[src/rtl/dmem_bus_bridge_pkg.sv]
// Shared types for the data-memory bus bridge.
// Holds the FSM state encoding and the word-alignment mask.
package dmem_pkg;

  typedef enum logic [1:0] {
    IDLE = 2'd0,
    BUS  = 2'd1,
    DONE = 2'd2
  } state_e;

  localparam logic [1:0] WORD_ALIGN_MASK = 2'b11;

endpackage

[src/rtl/dmem_bus_bridge_if.sv]
// Word-addressed memory bus with req/ack handshake.
// master: bridge drives req/we/addr/wdata; slave: memory drives rdata/ack/err.
interface dmem_bus_bridge_if #(
  parameter int ADDR_W = 32
);

  logic              bus_req;
  logic              bus_we;
  logic [ADDR_W-1:0] bus_addr;
  logic [31:0]       bus_wdata;
  logic [31:0]       bus_rdata;
  logic              bus_ack;
  logic              bus_err;

  modport master (
    output bus_req,
    output bus_we,
    output bus_addr,
    output bus_wdata,
    input  bus_rdata,
    input  bus_ack,
    input  bus_err
  );

  modport slave (
    input  bus_req,
    input  bus_we,
    input  bus_addr,
    input  bus_wdata,
    output bus_rdata,
    output bus_ack,
    output bus_err
  );

endinterface

[src/rtl/dmem_bus_bridge_timeout_ctr.sv]
// Bus-cycle counter for the bridge; expired is high in the last allowed cycle.
// Ports: clk, Reset (sync, active-high), clr, en, expired.
module dmem_timeout_ctr #(
  parameter int TIMEOUT_CYCLES = 255
) (
  input  logic clk,
  input  logic Reset,
  input  logic clr,
  input  logic en,
  output logic expired
);

  localparam int CW = $clog2(TIMEOUT_CYCLES);
  localparam logic [CW-1:0] LIMIT = CW'(TIMEOUT_CYCLES - 1);

  logic [CW-1:0] cnt_q;
  logic [CW-1:0] cnt_d;

  assign expired = (cnt_q == LIMIT);

  // Holding at the limit keeps the count from wrapping even if en lingers.
  always_comb begin
    cnt_d = cnt_q;
    if (clr) begin
      cnt_d = '0;
    end else if (en && !expired) begin
      cnt_d = cnt_q + CW'(1);
    end
  end

  always_ff @(posedge clk) begin
    if (Reset) begin
      cnt_q <= '0;
    end else begin
      cnt_q <= cnt_d;
    end
  end

endmodule

[src/rtl/dmem_bus_bridge.sv]
// Multi-cycle bridge from the CPU data port to a req/ack memory bus.
// Ports: clk, Reset, cpu_* request/response, bus (master modport).
module dmem_bus_bridge
  import dmem_pkg::*;
#(
  parameter int TIMEOUT_CYCLES = 255,
  parameter int ADDR_W         = 32
) (
  input  logic               clk,
  input  logic               Reset,
  input  logic               cpu_req,
  input  logic               cpu_we,
  input  logic [ADDR_W-1:0]  cpu_addr,
  input  logic [31:0]        cpu_wdata,
  output logic [31:0]        cpu_rdata,
  output logic               cpu_ready,
  output logic               cpu_err,
  dmem_bus_bridge_if.master  bus
);

  state_e state_q, state_d;

  logic              we_q, we_d;
  logic [ADDR_W-3:0] addr_q, addr_d;
  logic [31:0]       wdata_q, wdata_d;
  logic [31:0]       rdata_q, rdata_d;
  logic              err_q, err_d;
  logic              expired;

  dmem_timeout_ctr #(
    .TIMEOUT_CYCLES(TIMEOUT_CYCLES)
  ) u_tmo (
    .clk    (clk),
    .Reset  (Reset),
    .clr    (state_q != BUS),
    .en     (state_q == BUS),
    .expired(expired)
  );

  assign bus.bus_req   = (state_q == BUS);
  assign bus.bus_we    = (state_q == BUS) && we_q;
  assign bus.bus_addr  = {addr_q, 2'b00};
  assign bus.bus_wdata = wdata_q;

  assign cpu_ready = (state_q == DONE);
  assign cpu_err   = (state_q == DONE) && err_q;
  assign cpu_rdata = rdata_q;

  always_comb begin
    state_d = state_q;
    we_d    = we_q;
    addr_d  = addr_q;
    wdata_d = wdata_q;
    rdata_d = rdata_q;
    err_d   = err_q;
    unique case (state_q)
      IDLE: begin
        if (cpu_req) begin
          we_d    = cpu_we;
          addr_d  = cpu_addr[ADDR_W-1:2];
          wdata_d = cpu_wdata;
          err_d   = 1'b0;
          if ((cpu_addr[1:0] & WORD_ALIGN_MASK) != 2'b00) begin
            err_d   = 1'b1;
            state_d = DONE;
          end else begin
            state_d = BUS;
          end
        end
      end
      BUS: begin
        // Ack is checked first so it wins over a coincident timeout.
        if (bus.bus_ack) begin
          err_d = bus.bus_err;
          if (!we_q) begin
            rdata_d = bus.bus_rdata;
          end
          state_d = DONE;
        end else if (expired) begin
          err_d   = 1'b1;
          rdata_d = '0;
          state_d = DONE;
        end
      end
      DONE: begin
        state_d = IDLE;
      end
      default: begin
        state_d = IDLE;
      end
    endcase
  end

  always_ff @(posedge clk) begin
    if (Reset) begin
      state_q <= IDLE;
      we_q    <= 1'b0;
      addr_q  <= '0;
      wdata_q <= '0;
      rdata_q <= '0;
      err_q   <= 1'b0;
    end else begin
      state_q <= state_d;
      we_q    <= we_d;
      addr_q  <= addr_d;
      wdata_q <= wdata_d;
      rdata_q <= rdata_d;
      err_q   <= err_d;
    end
  end

endmodule

[src/flat_wrapper.sv]
// flat-port wrapper written by rule: the top's interface ports become plain ports
module dmem_bus_bridge_flat import dmem_pkg::*;
#(
  parameter int TIMEOUT_CYCLES = 255,
  parameter int ADDR_W         = 32
)
  (clk, Reset, cpu_req, cpu_we, cpu_addr, cpu_wdata, cpu_rdata, cpu_ready, cpu_err, bus_bus_req, bus_bus_we, bus_bus_addr, bus_bus_wdata, bus_bus_rdata, bus_bus_ack, bus_bus_err);
  dmem_bus_bridge_if #(.ADDR_W(ADDR_W)) bus_i ();
  input  logic clk;
  input  logic Reset;
  input  logic cpu_req;
  input  logic cpu_we;
  input  logic [ADDR_W-1:0] cpu_addr;
  input  logic [31:0] cpu_wdata;
  output logic [31:0] cpu_rdata;
  output logic cpu_ready;
  output logic cpu_err;
  output wire logic [$bits(bus_i.bus_req)-1:0] bus_bus_req;
  output wire logic [$bits(bus_i.bus_we)-1:0] bus_bus_we;
  output wire logic [$bits(bus_i.bus_addr)-1:0] bus_bus_addr;
  output wire logic [$bits(bus_i.bus_wdata)-1:0] bus_bus_wdata;
  input wire logic [$bits(bus_i.bus_rdata)-1:0] bus_bus_rdata;
  input wire logic [$bits(bus_i.bus_ack)-1:0] bus_bus_ack;
  input wire logic [$bits(bus_i.bus_err)-1:0] bus_bus_err;
  assign bus_bus_req = bus_i.bus_req;
  assign bus_bus_we = bus_i.bus_we;
  assign bus_bus_addr = bus_i.bus_addr;
  assign bus_bus_wdata = bus_i.bus_wdata;
  assign bus_i.bus_rdata = bus_bus_rdata;
  assign bus_i.bus_ack = bus_bus_ack;
  assign bus_i.bus_err = bus_bus_err;
  dmem_bus_bridge #(.TIMEOUT_CYCLES(TIMEOUT_CYCLES), .ADDR_W(ADDR_W)) u_core (.clk(clk), .Reset(Reset), .cpu_req(cpu_req), .cpu_we(cpu_we), .cpu_addr(cpu_addr), .cpu_wdata(cpu_wdata), .cpu_rdata(cpu_rdata), .cpu_ready(cpu_ready), .cpu_err(cpu_err), .bus(bus_i));
endmodule
[config.mk]
export PLATFORM = sky130hd
export DESIGN_NAME = dmem_bus_bridge_flat
export DESIGN_NICKNAME = d
export VERILOG_FILES = /design/src/rtl/dmem_bus_bridge_pkg.sv /design/src/rtl/dmem_bus_bridge_if.sv /design/src/rtl/dmem_bus_bridge_timeout_ctr.sv /design/src/rtl/dmem_bus_bridge.sv /design/src/flat_wrapper.sv
export SDC_FILE = /design/constraint.sdc
export NUM_CORES = 1
export LEC_CHECK = 0
export CELL_PAD_IN_SITES_DETAIL_PLACEMENT = 0
export CELL_PAD_IN_SITES_GLOBAL_PLACEMENT = 1
export CORE_ASPECT_RATIO = 1.25
export CORE_MARGIN = 10
export CORE_UTILIZATION = 28
export DETAILED_ROUTE_END_ITERATION = 8
export PLACE_DENSITY = 0.89
export SYNTH_ARGS = -nofsm -noshare
export SYNTH_HDL_FRONTEND = slang
export SYNTH_SLANG_ARGS = --single-unit
[constraint.sdc]
create_clock -name clk -period 2 [get_ports clk]
set_clock_uncertainty 0.05 [all_clocks]
set_input_delay 0.2 -clock clk [delete_from_list [all_inputs] [get_ports clk]]
set_output_delay 0.2 -clock clk [all_outputs]
set_load 0.05 [all_outputs]
After elaboration in Yosys (flattened, before gate mapping)
Cells that the tools add are included.
{ "totals": {"register_bits": 106, "in_bits": 102, "output_inout_bits": 100} }
{ "op_classes": {"n_addsub": 1, "eq_ne": 7, "mux": 13, "n_reduce_logical": 13} }
{ "ops": {"columns": ["op", "count"], "rows": [
  ["$mux W32", 3],
  ["$add A8 B1 Y8 const B", 1],
  ["$eq A8 B8 Y1 const B", 1],
  ["$mux W2", 4],
  ["$reduce_and A3 Y1", 2],
  ["$reduce_bool A2 Y1", 3],
  ["$mux W1", 4],
  ["$ne A2 B2 Y1 const B", 2],
  ["$pmux W2 S2", 1],
  ["$reduce_and A2 Y1", 2],
  ["$logic_and A1 B1 Y1", 3],
  ["$ne A3 B2 Y1 const B", 1],
  ["$eq A2 B1 Y1 const B", 1],
  ["$eq A2 B2 Y1 const B", 1],
  ["$logic_not A2 Y1", 1],
  ["$ne A2 B1 Y1 const B", 1],
  ["$pmux W1 S2", 1],
  ["$reduce_or A2 Y1", 1],
  ["$logic_not A1 Y1", 1]
]} }

Logic depth before layout (Yosys ltp)
Gate-level depths: netlist (run 1).
{ "depth": {"word_depth": 4, "depth_mapped": 8, "ltp_nobuf": 6} }

Modules after synthesis
Synthesis (run 1) repeated with hierarchy kept, for this count alone.
{ "unflattened": {"cells_unflattened": 496, "area_unflattened_um2": 4126.5} }
{ "modules_own_cells": {"columns": ["module", "instances", "cells_per_inst", "area_per_inst_um2", "seq_area_each_um2"], "rows": [
  ["dmem_bus_bridge", 1, 446, 3694.8, 1961.9],
  ["dmem_timeout_ctr", 1, 50, 431.7, 160.2]
]} }

Worst setup path before layout (run 1)
No wires, ideal clock.
{ "synth_timing": {"path_kind": "reg-to-output", "start": "register u_core.state_q[1]", "end": "output cpu_err", "arrival_ns": 1.647, "setup_slack_ns": 0.103, "stages_incl_launch_ff": 3, "n_path_buf": 0, "cell_sequence": "dfxtp_1 > nor2b_1 > and2_1"} }
{ "synth_via": {"elab_chain_cells": 2} }
{ "synth_lines": {"columns": ["element", "line_no", "rtl"], "rows": [
  ["start, declared", "dmem_bus_bridge.sv:21", "state_e state_q, state_d;"],
  ["start signal, assigned", "dmem_bus_bridge.sv:103", "state_q <= state_d;"],
  ["$eq A2 B2 Y1", null, null],
  ["net cpu_ready", "flat_wrapper.sv:16", "output logic cpu_ready;"],
  ["$logic_and A1 B1 Y1", "dmem_bus_bridge.sv:46", "assign cpu_err = (state_q == DONE) && err_q;"],
  ["end, declared", "flat_wrapper.sv:17", "output logic cpu_err;"]
]} }
The timed path passes the listed nets, and every way through them passes these cells.

Worst setup path after layout (run 1)
{ "layout_timing": {"start": "register u_core.u_tmo.cnt_q[0]", "end": "register u_core.rdata_q[3] (netlist: u_core.cpu_rdata[3])"} }
{ "layout_via": {"elab_chain_cells": 3} }
{ "layout_lines": {"columns": ["element", "line_no", "rtl"], "rows": [
  ["start, declared", "dmem_bus_bridge_timeout_ctr.sv:16", "logic [CW-1:0] cnt_q;"],
  ["start signal, assigned", "dmem_bus_bridge_timeout_ctr.sv:35", "cnt_q <= cnt_d;"],
  ["$eq A8 B8 Y1", "dmem_bus_bridge_timeout_ctr.sv:19", "assign expired = (cnt_q == LIMIT);"],
  ["$reduce_bool A2 Y1 (no line)", null, null],
  ["$reduce_and A3 Y1 (no line)", null, null],
  ["end signal, assigned", "dmem_bus_bridge.sv:107", "rdata_q <= rdata_d;"],
  ["end, declared", "dmem_bus_bridge.sv:26", "logic [31:0] rdata_q, rdata_d;"]
]} }
Every way passes these cells.
A chain may end at the register's enable or synchronous reset.

==> impl_results.md, run 1 <==
- Relative slew slack: 46.7%
- Critical Path Stages: 6
- Startpoint Class: flop
- Port Buffer Count: roughly 200
- FF+latch count, synth: 106
- Reg-to-reg endpoint: u_core.cpu_rdata[3]
- Worst Path Required: roughly 2.2 ns
- Area delta synth->final: 64.6%
- Num rows: 47
- Largest stage delay, worst path: 0.65 ns
- Setup ws final: 0.175 ns
- Clock transition at path regs: 0.07 ns
- Post-DRT Antenna Nets: 0
- CP endpoint: u_core.cpu_rdata[3]
- Crit-path max FO: 32
- Vias in the first global route: between 3000 and 4000
- Slowest stage cell, crit path: a21oi_4
- Nets: 720
- Asr flop ratio synth: 0%
- Power per cell area: ~820 mW/mm^2
- Drt pass-1 iters: 4
- Routability-driven placement congestion ratio: 0.834
- Main synth FF type: dfxtp_1
- Fin. Hold Viols: 0
- Worst setup path category: flop to flop
- Worst path cell trace: inv_1 > ha_1 > nand3_1 > o31ai_2 > a21oi_4 > a22o_2
- Clock Root Buffer: clkbuf_16
- CP endpoint kind: flop
- Synth area leader: dfxtp_1
- Setup Viol. Count Final: 0
- Die area: 0.0189 sq mm
- Layout cells sized above 1: 7.89%
- WP buf/inv: 1
- DRC violations left: 0
- N_diodes: 0
- CP startpoint: u_core.u_tmo.cnt_q[0]
- Commonest cells after routing, fill and taps aside: clkdlybuf4s50_1, nand2_1, dfxtp_1
- Pre-CTS worst setup slack: -0.301 ns
- Die height: 151 microns
- Post-CTS Hold Buffers: 0
- Mapped cell area: 0.00385 sq mm
- Worst slew pin tran: 0.797 ns
- Seq/Total Area, Yosys: 55.1%
- H-Tree Depth: 3
- Delay-heaviest family, CP: compound AO/OA/AOI/OAI gates
- Worst R2R Start: u_core.u_tmo.cnt_q[0]
- Io pins: 202
- Fmax: 548 MHz
- Mean Syn Cell Area: 9.15 sq um
- Unique masters post-synth: 45
- Clock sink count: approximately 110
- Dominant cells by area after synthesis: dfxtp_1, nand2_1, a21oi_1
- Total GRT Usage: 12.9%
- TritonCTS buffer count: 9
- Crit path DAT: approximately 2 ns
- DPL Wire Length: 9620 microns
- Drt first-iter violations: 113
- Core area: 0.0133 sq mm
- Status: finished, final reports clean
- Flop-to-flop setup slack: between 0.15 and 0.2 ns
- Max-cap violation count: 0
- P_leak: around 2.4 nW
- DP Cell Count: 776
- Layout Cells excl Fill: approximately 790
- Number of flops mapped to enable cells by yosys: 0
- R2R depth: 6
- Final slew viol count: 0
- Hold Path Class: primary input to flop
- Commonest non-fill, non-tap cell in the layout: clkdlybuf4s50_1
- First-pass GRT wire length: a little under 20000 microns
- Die Width: about 120 microns
- Drt wl/cell: 15.7 microns
- CTS tree: done
- Largest net degree at the start of global routing: 68
- Final wirelength: around 12000 microns
- Initial Util: a little under 30%
- Via count: 3615
- Final min period: 1.82 ns
- Initial antenna violation count: 0
- Period utilisation layout: 91.2%
- Vias/cell: 4.56
- Hold Slack: 0.326 ns
- Worst vdd ir: 380 uV
- Post-Syn Instances: approximately 420
- Skew-Pair Late Insertion Delay: roughly 0.34 ns
- Ys Warns: 0
- Yosys top cell area share: 55.1%
- Global route overflow: 0
- CTS Buffer Depth: 2
- RSZ-0062 raised after global routing: false
tightest hold or removal path: cells and delay by family:
kind | cells | cell delay [ns]
AO/OA/AOI/OAI | 2 | 0.33
buffers and inverters | 1 | 0.14
Yosys cell counts (2+ instances only):
library cell	n
nand2_1	128
clkbuf_1	8
and2_1	3
a21oi_1	65
buf_6	5
xor2_1	5
buf_4	2
nor2_1	10
buf_8	3
xnor2_1	2
nand2b_1	2
nand4_1	2
ha_1	2
dfxtp_1	106
a22o_2	2
nor3b_1	2
buf_1	5
a22o_1	30
buf_2	8
nor3_1	2
inv_1	3
nand3_1	2
o211ai_1	2
report_power, final:
part           leakage, nW  internal (mW)  switching, mW
clock                0.162           1.11          0.798
combinational         1.38          0.425          0.592
sequential           0.865           2.21         0.0485
total                 2.40           3.74           1.44
repair_timing:
action                                  in CTS  in global routing
buffers inserted                             0                  0
resized for setup                            1                  0
endpoints found under the setup margin      32                  0
cell type report:
type / count / area [sq um]
clock inverter: 7 / 98.8
multi-input combinational: 281 / 1520
fill: 1247 / 7010
sequential: 106 / 2120
inverter: 4 / 20.0
clock buffer: 9 / 225
tap: 171 / 214
timing repair buffer: 214 / 2140
cells by family after synthesis:
logic type / count (synthesis) / synth area share, %
AOI/OAI and AO/OA: 105 / 17.6
xor gates and xnor gates: 7 / 1.59
adders and majority gates: 2 / 0.650
buffers and inverters: 35 / 5.85
DFF: 106 / 55.1
muxes: 1 / 0.260
other: 1 / 0.0974
and+or+nand+nor: 164 / 18.9
how the worst min path moves through the flow:
stage / startpoint / to / cells after the start
global placement: u_core.bus.bus_wdata[26] / u_core.bus.bus_wdata[26] / 2
floorplan: bus_bus_rdata[0] / u_core.cpu_rdata[0] / 1
CTS: Reset / u_core.cpu_rdata[18] / 3
global route: cpu_addr[7] / u_core.addr_q[5] / 3
finish: Reset / u_core.cpu_rdata[7] / 3
detailed placement: u_core.addr_q[25] / u_core.addr_q[25] / 2
layer usage:
layer	global-route usage, %	routed length (microns)	vias up
met4	5.02	165	0
met2	20.4	5650	154
met3	7.20	1500	10
met5	0	0	-
met1	14.2	5130	1652
li1	-	-	1799
stage by stage:
stage	util (%)	power (mW)	instance area [sq um]	TNS (ns)
4_1_cts	47.5	5.27	6340	0
3_5_place_dp	45.0	3.33	6010	-8.63
6_report	47.5	5.18	6340	0
3_3_place_gp	45.0	3.32	6010	-7.73
5_1_grt	47.5	5.40	6340	0
2_1_floorplan	-	2.86	3850	0
registers in the layout, summed over array words and instances (netlist names):
name and count:
u_core.cpu_rdata 32, u_core.u_tmo.cnt_q 8, u_core.err_q 1, u_core.bus.bus_wdata 32, u_core.we_q 1, u_core.state_q 2, u_core.addr_q 30
Power figures use the tool's default switching activity.
==> inputs of run 2 (changes only) <==
- clock period: 2 -> 1.88 ns (I/O delays scaled with it)
==> run 2 against run 1 <==
  * Critical path type is now flop to primary output
  * Cell area is essentially flat
  * Largest power group unchanged
  * Critical path depth shrank 5
  * Hold slack gained 0.0043 ns
  * Critical endpoint is now bus_bus_addr[31]
  * Highest routed layer unchanged
  * Core utilization is essentially flat
==> impl_results.md, run 2 (synthesis results as in run 1) <==
- Status: finished, final reports clean
- Io pins: 202 (unchanged)
- Highest routed layer: met4
- Core area: 0.0133 sq mm (unchanged)
- Drt pass-1 iters: 6 (+2)
- Fin Setup TNS: 0 ns (unchanged)
- Layout cells sized above 1: 7.77% (-0.12 points)
- H-Tree Depth: 3 (unchanged)
- Num rows: 47 (unchanged)
- Skew-Pair Late Insertion Delay: 0.35 ns (about the same)
- Area delta synth->final: 64.6% (about the same)
- Drt wl/cell: 16.1 microns (+2.8%)
- P_leak: 2.38 nW (-1.1%)
- Commonest non-fill, non-tap cell in the layout: clkdlybuf4s50_1
- Post-DRT Antenna Nets: 0 (unchanged)
- Hold Path Class: primary input to flop
- Worst vdd ir: 464 uV (+22%)
- Crit path DAT: 1.57 ns (-0.49 ns)
- Total GRT Usage: 13.0% (+0.14 points)
- Startpoint Class: flop
- Setup Viol. Count Final: 0 (unchanged)
- Global route overflow: 0 (unchanged)
- Initial Util: 28.8% (unchanged)
- Vias/cell: 4.59 (+0.66%)
- Die height: 151 microns (unchanged)
- Final slew viol count: 0 (unchanged)
- Fin. Hold Viols: 0 (unchanged)
- Slowest stage cell, crit path: clkdlybuf4s50_1
- Pre-CTS worst setup slack: 0.0794 ns (+0.380 ns)
- CP endpoint kind: primary output
- Drt first-iter violations: 97 (-14%)
- Via count: 3625 (+0.28%)
- Post-CTS setup buffer count: 0 (unchanged)
- RSZ-0062 raised after global routing: false
- Worst setup path category: flop to primary output
- First-pass GRT wire length: 20000 microns (+0.73%)
- CTS tree: done
- CTS Buffer Depth: 2 (unchanged)
- Clock sink count: 106 (unchanged)
- Final min period: 1.80 ns
- Nets: 717 (-0.42%)
- Commonest cells after routing, fill and taps aside: clkdlybuf4s50_1, nand2_1, dfxtp_1
- Delay-heaviest family, CP: buffers and inverters
- TritonCTS buffer count: 9 (unchanged)
- Fmax: between 500 and 600 MHz
- Clock Root Buffer: clkbuf_16
- Die area: 0.0189 sq mm (unchanged)
- Worst Path Required: 1.64 ns (-0.60 ns)
- Port Buffer Count: 199 (unchanged)
- Clock transition at path regs: 0.07 ns (about the same)
- Flop-to-flop setup slack: 0.18 ns (about the same)
- DRC violations left: 0 (unchanged)
- Largest stage delay, worst path: 0.84 ns (+0.19 ns)
- Vias in the first global route: 3768 (+2.3%)
- Metal3 WL: 1650 microns (+10%)
- Largest net degree at the start of global routing: 47 (-31%)
- Die Width: 125 microns (unchanged)
- Routability-driven placement congestion ratio: 0.788 (-5.5%)
- Met1 WL: 4870 microns (-5.1%)
- Worst slew pin tran: 0.543 ns (-0.254 ns)
- WP buf/inv: 1 (unchanged)
- Final wirelength: 12700 microns (+2.4%)
- Setup ws final: 0.0752 ns (-0.100 ns)
- Max-cap violation count: 0 (unchanged)
- DPL Wire Length: 9870 microns (+2.7%)
- Crit-path max FO: 2 (-94%)
- Power per cell area: 853 mW/mm^2 (+4.3%)
- Worst path cell trace: clkdlybuf4s50_1
- N_diodes: 0 (unchanged)
- Met2 routed wirelength: 5990 microns (+6.0%)
- Relative slew slack: 63.7% (+17 points)
- Period utilisation layout: a little over nine tenths
- Initial antenna violation count: 0 (unchanged)
-- run 2: layer usage --
layer | track usage (%) | vias up
met3 | 7.48 | 15
met1 | 13.4 | 1655
li1 | - | 1797
met2 | 21.2 | 158
met5 | 0 | -
met4 | 5.94 | 0
-- run 2: repair_timing --
action / CTS / global route
hold buffers: 0 / 0
setup endpoints to repair: 1 / 8
cloned: 0 / 0
gates resized for setup: 1 / 1
-- run 2: stage by stage --
stage	instances	util [%]	power [mW]	cell area [sq um]	hold slack [ns]
floorplan	422	-	3.05	3860	0.271
detailed placement	773	45.1	3.55	6030	0.397
global placement	773	45.1	3.53	6030	0.391
CTS	789	47.4	5.49	6330	0.312
global route	789	47.5	5.64	6340	0.328
finish	789	47.5	5.40	6340	0.330
-- run 2: final cells by class --
type / instances / area [sq um]
clock buffer: 11 / 243
clock inverter: 5 / 62.6
fill: 1249 / 7010
inverter: 4 / 20.0
multi-input combinational: 281 / 1520
sequential: 106 / 2120
tap: 171 / 214
timing repair buffer: 211 / 2150
-- run 2: path summary, 6_finish.rpt --
kind                                            start                       end  cells past startpoint
worst max register to register  u_core.u_tmo.cnt_q[0]       u_core.cpu_rdata[3]                      7
worst max-delay path                u_core.addr_q[29]          bus_bus_addr[31]                      1
worst min register to register      u_core.addr_q[10]         u_core.addr_q[10]                      2
worst min-delay path                    cpu_wdata[20]  u_core.bus.bus_wdata[20]                      3
-- run 2: power breakdown --
group	switching [mW]	leakage, nW	total, mW	internal [mW]
registers	0.0536	0.865	2.40	2.35
clock network	0.841	0.142	1.92	1.08
logic	0.631	1.37	1.09	0.456
-- run 2: worst register-to-register path, stage by stage, from the launching register on --
cell and delay (ns):
dfxtp_1 0.33, inv_1 0.09, ha_1 0.21, nand3_2 0.17, o31ai_2 0.24, a21oi_2 0.10
buf_12 0.18, a22o_2 0.21
